File: config.mk
export PLATFORM = sky130hd
export DESIGN_NAME = tx_path_qpsk
export DESIGN_NICKNAME = d
export VERILOG_FILES = /design/src/rtl/tx_pkg.sv /design/src/rtl/axis_skid_buf.sv /design/src/rtl/tx_path_qpsk.sv
export SDC_FILE = /design/constraint.sdc
export NUM_CORES = 1
export LEC_CHECK = 0
export BUFFER_PORTS_ARGS = -buffer_cell sky130_fd_sc_hd__buf_4
export CAP_MARGIN = 20
export CORE_AREA = 4 4 60 62
export CTS_BUF_LIST = sky130_fd_sc_hd__clkbuf_4 sky130_fd_sc_hd__clkbuf_8 sky130_fd_sc_hd__clkbuf_16
export DETAILED_ROUTE_END_ITERATION = 10
export DIE_AREA = 0 0 64 66
export PLACE_DENSITY_LB_ADDON = 0.15
export RECOVER_POWER = 100
export SLEW_MARGIN = 30
export SYNTH_ARGS = -nofsm -noshare
export SYNTH_HDL_FRONTEND = slang
export SYNTH_SLANG_ARGS = --single-unit
File: constraint.sdc
create_clock -name clk -period 1.7 [get_ports clk]
set_input_delay 0.34 -clock clk [delete_from_list [all_inputs] [get_ports clk]]
set_output_delay 0.34 -clock clk [all_outputs]
set_load 0.01 [all_outputs]
File: src/rtl/tx_pkg.sv
// Shared types and constants for the QPSK transmit path.
// Sample levels are +/-1/sqrt2 in Q1.11.
package tx_pkg;

  localparam int SAMPLE_W = 12;
  localparam logic [SAMPLE_W-1:0] AMP_POS = 12'h5A7;
  localparam logic [SAMPLE_W-1:0] AMP_NEG = 12'hA59;

  typedef struct packed {
    logic signed [SAMPLE_W-1:0] i;
    logic signed [SAMPLE_W-1:0] q;
  } iq_sample_t;

  // The default amplitude folds to the precomputed negative level.
  function automatic logic [SAMPLE_W-1:0] map_bit(input logic b, input logic [SAMPLE_W-1:0] amp);
    if (b) return amp;
    return (amp == AMP_POS) ? AMP_NEG : -amp;
  endfunction

endpackage

File: src/rtl/axis_skid_buf.sv
// Two-entry valid/ready register stage: output register plus one skid entry.
// s_ready is registered and depends only on skid occupancy; full rate when m_ready stays high.
module axis_skid_buf #(
  parameter int W = 24
) (
  input  logic         clk,
  input  logic         rst,
  input  logic         s_valid,
  output logic         s_ready,
  input  logic [W-1:0] s_data,
  output logic         m_valid,
  input  logic         m_ready,
  output logic [W-1:0] m_data
);

  logic         out_vld_q, out_vld_d;
  logic [W-1:0] out_dat_q, out_dat_d;
  logic         sk_vld_q, sk_vld_d;
  logic [W-1:0] sk_dat_q, sk_dat_d;
  logic         rdy_q, rdy_d;
  logic         push, out_free;

  always_comb begin
    push      = s_valid & rdy_q;
    out_free  = !out_vld_q | m_ready;
    out_vld_d = out_vld_q;
    out_dat_d = out_dat_q;
    sk_vld_d  = sk_vld_q;
    sk_dat_d  = sk_dat_q;
    if (out_free) begin
      if (sk_vld_q) begin
        out_vld_d = 1'b1;
        out_dat_d = sk_dat_q;
        sk_vld_d  = push;
        if (push) sk_dat_d = s_data;
      end else begin
        // Empty path: the new value goes straight to the output register.
        out_vld_d = push;
        if (push) out_dat_d = s_data;
      end
    end else if (push) begin
      sk_vld_d = 1'b1;
      sk_dat_d = s_data;
    end
    rdy_d = !sk_vld_d;
  end

  always_ff @(posedge clk) begin
    if (rst) begin
      out_vld_q <= 1'b0;
      out_dat_q <= '0;
      sk_vld_q  <= 1'b0;
      sk_dat_q  <= '0;
      rdy_q     <= 1'b0;
    end else begin
      out_vld_q <= out_vld_d;
      out_dat_q <= out_dat_d;
      sk_vld_q  <= sk_vld_d;
      sk_dat_q  <= sk_dat_d;
      rdy_q     <= rdy_d;
    end
  end

  assign s_ready = rdy_q;
  assign m_valid = out_vld_q;
  assign m_data  = out_dat_q;

endmodule

File: src/rtl/tx_path_qpsk.sv
// QPSK mapper front end: one (I,Q) symbol in, one registered 12-bit I/Q pair out via a 2-entry skid.
// TX_BYTE_INPUT_EN selects a byte input serialized MSB-first into 4 symbols.
module tx_path_qpsk #(
  parameter int                       SAMPLE_W = tx_pkg::SAMPLE_W,
  parameter logic [SAMPLE_W-1:0]      AMP      = tx_pkg::AMP_POS
) (
  input  logic                  clk,
  input  logic                  rst,
  input  logic                  in_valid,
  output logic                  in_ready,
  input  logic                  in_I,
  input  logic                  in_Q,
  input  logic [7:0]            in_data,
  output logic                  out_valid,
  input  logic                  out_ready,
  output logic [2*SAMPLE_W-1:0] out_data
);
  import tx_pkg::*;

  logic       s_valid, s_ready;
  logic       sym_i, sym_q;
  iq_sample_t s_dat;

`ifdef TX_BYTE_INPUT_EN
  logic       ser_vld_q, ser_vld_d;
  logic [1:0] ser_cnt_q, ser_cnt_d;
  logic [7:0] ser_dat_q, ser_dat_d;
  logic       en_q;
  logic       sym_push, byte_acc;
  logic       unused_bits;

  assign unused_bits = in_I ^ in_Q;
  assign sym_push    = ser_vld_q & s_ready;
  // A new byte may land in the same cycle the last symbol leaves.
  assign in_ready    = en_q & (!ser_vld_q | ((ser_cnt_q == 2'd3) & s_ready));
  assign byte_acc    = in_valid & in_ready;

  always_comb begin
    ser_vld_d = ser_vld_q;
    ser_cnt_d = ser_cnt_q;
    ser_dat_d = ser_dat_q;
    if (byte_acc) begin
      ser_vld_d = 1'b1;
      ser_cnt_d = 2'd0;
      ser_dat_d = in_data;
    end else if (sym_push) begin
      ser_dat_d = {ser_dat_q[5:0], 2'b00};
      ser_cnt_d = ser_cnt_q + 2'd1;
      if (ser_cnt_q == 2'd3) ser_vld_d = 1'b0;
    end
  end

  always_ff @(posedge clk) begin
    if (rst) begin
      ser_vld_q <= 1'b0;
      ser_cnt_q <= 2'd0;
      ser_dat_q <= 8'd0;
      en_q      <= 1'b0;
    end else begin
      ser_vld_q <= ser_vld_d;
      ser_cnt_q <= ser_cnt_d;
      ser_dat_q <= ser_dat_d;
      en_q      <= 1'b1;
    end
  end

  assign s_valid = ser_vld_q;
  assign sym_i   = ser_dat_q[7];
  assign sym_q   = ser_dat_q[6];
`else
  logic unused_in_data;

  assign unused_in_data = ^in_data;
  assign s_valid        = in_valid;
  assign in_ready       = s_ready;
  assign sym_i          = in_I;
  assign sym_q          = in_Q;
`endif

  always_comb begin
    s_dat.i = map_bit(sym_i, AMP);
    s_dat.q = map_bit(sym_q, AMP);
  end

  axis_skid_buf #(.W($bits(iq_sample_t))) u_skid (
    .clk     (clk),
    .rst     (rst),
    .s_valid (s_valid),
    .s_ready (s_ready),
    .s_data  (s_dat),
    .m_valid (out_valid),
    .m_ready (out_ready),
    .m_data  (out_data)
  );

`ifndef SYNTHESIS
  always @(posedge clk) begin
    if (!rst && in_valid) begin
`ifdef TX_BYTE_INPUT_EN
      assert (!$isunknown(in_data)) else $error("tx_path_qpsk: X on in_data while in_valid");
`else
      assert (!$isunknown({in_I, in_Q})) else $error("tx_path_qpsk: X on in_I/in_Q while in_valid");
`endif
    end
  end
`endif

endmodule

==> impl_metrics.tcl <==
set metrics [dict create \
    synth_nets 93 \
    hpwl_um 1143 \
    layout_commonest_cell "clkbuf_1" \
    grt_pass1_vias 517 \
    vias_per_cell 4.051 \
    yosys_warnings 0 \
    place.gp.congestion 0.6919 \
    synthSimpleGateAreaFrac_pct 12.86 \
    numPortBuffers 31 \
    die_h_um 66 \
    cp.arrival_ns 1.69 \
    syn_area_per_cell_um2 9.234 \
    fmax_mhz 660.9 \
    outcome "complete, no violations" \
    synth_compound_area_share_pct 20.58 \
    cts_sinks 13 \
    hp-class "in2reg" \
    grt.overflow.total 0 \
    core_area_mm2 0.003028 \
    dr.pass1.iters 4 \
    fin_total_pwr_mw 0.6527 \
    path_delay_family "flip-flops" \
    nFillCells 364 \
    die_w_um 64 \
    slowest_stage "dfxtp_1" \
    switching_share_pct 28.62 \
    power_density_mw_per_mm2 852.4 \
    layout.nets 107 \
    pin_count 40 \
    crit_fanout 11 \
    ys_seq_area_share_pct 35.68 \
    cap_violations 0 \
    fin_skew_ns 0.003454 \
    rrSetupSlack_ns 0.19 \
    regArea_um2 260.3 \
    p_switching_mw 0.1868 \
    crit_end "u_skid.sk_dat_q[11]$_SDFFE_PP0P_" \
    antenna_found_initial 0 \
    cts-root-buf "clkbuf_4" \
    worstReg2RegStart "u_skid.sk_vld_q$_SDFF_PP0_" \
    yosysUniqueCellTypes 23 \
    ctsHtreeMaxLevel 1 \
    timing.rr.end "u_skid.sk_dat_q[11]$_SDFFE_PP0P_" \
    tns_ns 0 \
    synth_top_family_by_area "buffers and inverters" \
    cts.path.max_buffers 2 \
    synth_adder_area_share_pct 0 \
    p_int_mw 0.4659 \
    required_ns 1.87 \
    finalInstanceArea_um2 765.7 \
    die-area_mm2 0.004224 \
    cp_slowest_stage_delay_ns 0.56 \
    synthToLayoutAreaGrowth_pct 4.974 \
    total_leakage_power_nw 0.2612 \
    fp-row-count 20 \
    synthCells 79 \
    rsz0062_at_grt "no" \
    post-route-min-period_ns 1.513 \
    routed_wl_um 1526 \
    cts.clk_slew.worst_paths_ns 0.08 \
    postCtsSetupBuffers 0 \
    p_clk_share_pct 32.8 \
    drtIter0Drc 1 \
    placed_area_um2 848.3 \
    synthTopCellsByArea "dfxtp_1, buf_4, a21oi_1" \
    crit_buf_inv 1 \
    fin_ws_ns 0.1870 \
    crit_chain "inv_1, a21oi_1, mux2_1" \
    synth.area.mux_share_pct 5.660 \
    start_util_pct 24.09 \
    clk_latency_ns 0.28 \
    post_cts_resized 0 \
    vdd_drop_max_uv 244.1 \
    crit_type "reg2reg" \
    synth_xor_area_share_pct 0 \
    power_frac_comb_pct 16.3 \
    grt_max_degree 17 \
    slew_viol_final 0 \
    tightest_slew_ns 0.4598 \
    crit_path_end_kind "flop" \
    multi_input_area_um2 270.3 \
    p_seq_share_pct 50.9 \
    grt_pass1_wl_um 2539 \
    numCtsBuffers 3 \
    synthDominantCellAreaShare_pct 35.68 \
    worstRegToRegCells 3 \
    final_cell_mix "clkbuf_1, dfxtp_1, a21oi_1" \
    whs_ns 0.3301 \
    finalCritPeriodShare_pct 89.00 \
    start_kind "flop" \
    drc 0 \
    wl_per_cell_um 11.22 \
    holdBufCountCts 0 \
    slew_headroom_pct 68.56 \
    critPathLaunch "u_skid.sk_vld_q$_SDFF_PP0_" \
    antenna_cells 0 \
    synth_area_um2 729.5 \
    synth_area_leader_cell "dfxtp_1" \
    grt_usage_pct 7.830 \
    num_vias 551 \
    synth.ff_latch_count 13 \
    hold_viol_final 0 \
    drtAntennaViolNets 0 \
    cts_tree "built" \
    setup_viol 0 \
    cp_num_cells 3 \
    place_ws_ns 0.2339 \
    drive_above_1_share_pct 11.96 \
]
## worst register-to-register path, cell delays in order (launching register included)
cell	delay [ns]
dfxtp_1	0.56
inv_1	0.13
a21oi_1	0.36
mux2_1	0.36
## state kept, by name (all words and copies together) (netlist names)
signal	flops
u_skid.sk_vld_q	1
u_skid.m_data	5
u_skid.sk_dat_q	5
u_skid.m_valid	1
u_skid.s_ready	1
## layout make-up
cell class | count | share of cell area, %
Clock buffer | 4 | 3.922
Inverter | 4 | 1.961
Multi-Input combinational cell | 40 | 35.29
Sequential cell | 13 | 33.99
Tap cell | 44 | 7.190
Timing Repair Buffer | 31 | 17.65
## per-layer routing
metal	vias up	global-route usage, %	part of all wire (%)
li1	277	-	-
met1	247	9.611	47
met4	0	4.852	2.3
met2	22	11.74	43
met5	-	0	0
met3	5	2.551	7.3
## cell families (layout without fill, tap and decap cells)
logic type / count (synthesis) / after routing
AND/OR/NAND/NOR: 16 / 16
multiplexers: 4 / 4
AO/OA/AOI/OAI: 20 / 20
buffers and inverters: 26 / 39
flip-flops: 13 / 13
## power by group through the flow
| stage | sequential (mW) | combinational [mW] | clock, mW |
|---|---|---|---|
| after global routing | 0.336 | 0.117 | 0.240 |
| after detailed placement | 0.342 | 0.142 | 0 |
| after CTS | 0.335 | 0.142 | 0.221 |
| final | 0.332 | 0.106 | 0.214 |
| after floorplan | 0.344 | 0.0979 | 0 |
| after global placement | 0.340 | 0.142 | 0 |
## how the worst min path moves through the flow
| stage | from | end | slack (ns) | cells past startpoint |
|---|---|---|---|---|
| floorplan | u_skid.sk_dat_q[12]$_SDFFE_PP0P_ | u_skid.sk_dat_q[12]$_SDFFE_PP0P_ | 0.43 | 2 |
| global placement | u_skid.sk_dat_q[12]$_SDFFE_PP0P_ | u_skid.sk_dat_q[12]$_SDFFE_PP0P_ | 0.45 | 2 |
| detailed placement | u_skid.sk_dat_q[12]$_SDFFE_PP0P_ | u_skid.sk_dat_q[12]$_SDFFE_PP0P_ | 0.45 | 2 |
| CTS | rst | u_skid.m_data[21]$_SDFFE_PP0P_ | 0.33 | 2 |
| global route | rst | u_skid.m_data[21]$_SDFFE_PP0P_ | 0.33 | 2 |
| finish | rst | u_skid.m_data[21]$_SDFFE_PP0P_ | 0.33 | 2 |
## synthesized netlist by cell type
library cell  number
inv_1              4
a21o_1             2
nor3_1             2
a21oi_1            7
nand3_1            1
nor2_1             3
o21ai_0            1
a21oi_4            1
nand2b_1           4
dfxtp_1           13
a211oi_1           2
buf_6              2
a21oi_2            2
mux2_1             1
a311oi_1           2
nand2_1            1
buf_4             19
nor2b_1            4
a2111oi_0          2
clkbuf_1           1
a2111o_1           1
nand2b_4           1
mux2i_1            3
## per-stage QoR
step	util, %	std cells
floorplan	-	79
global placement	28.02	132
detailed placement	28.02	132
CTS	29.01	136
global route	25.29	136
finish	25.29	136
No activity file was read; power rests on OpenSTA's default activity.
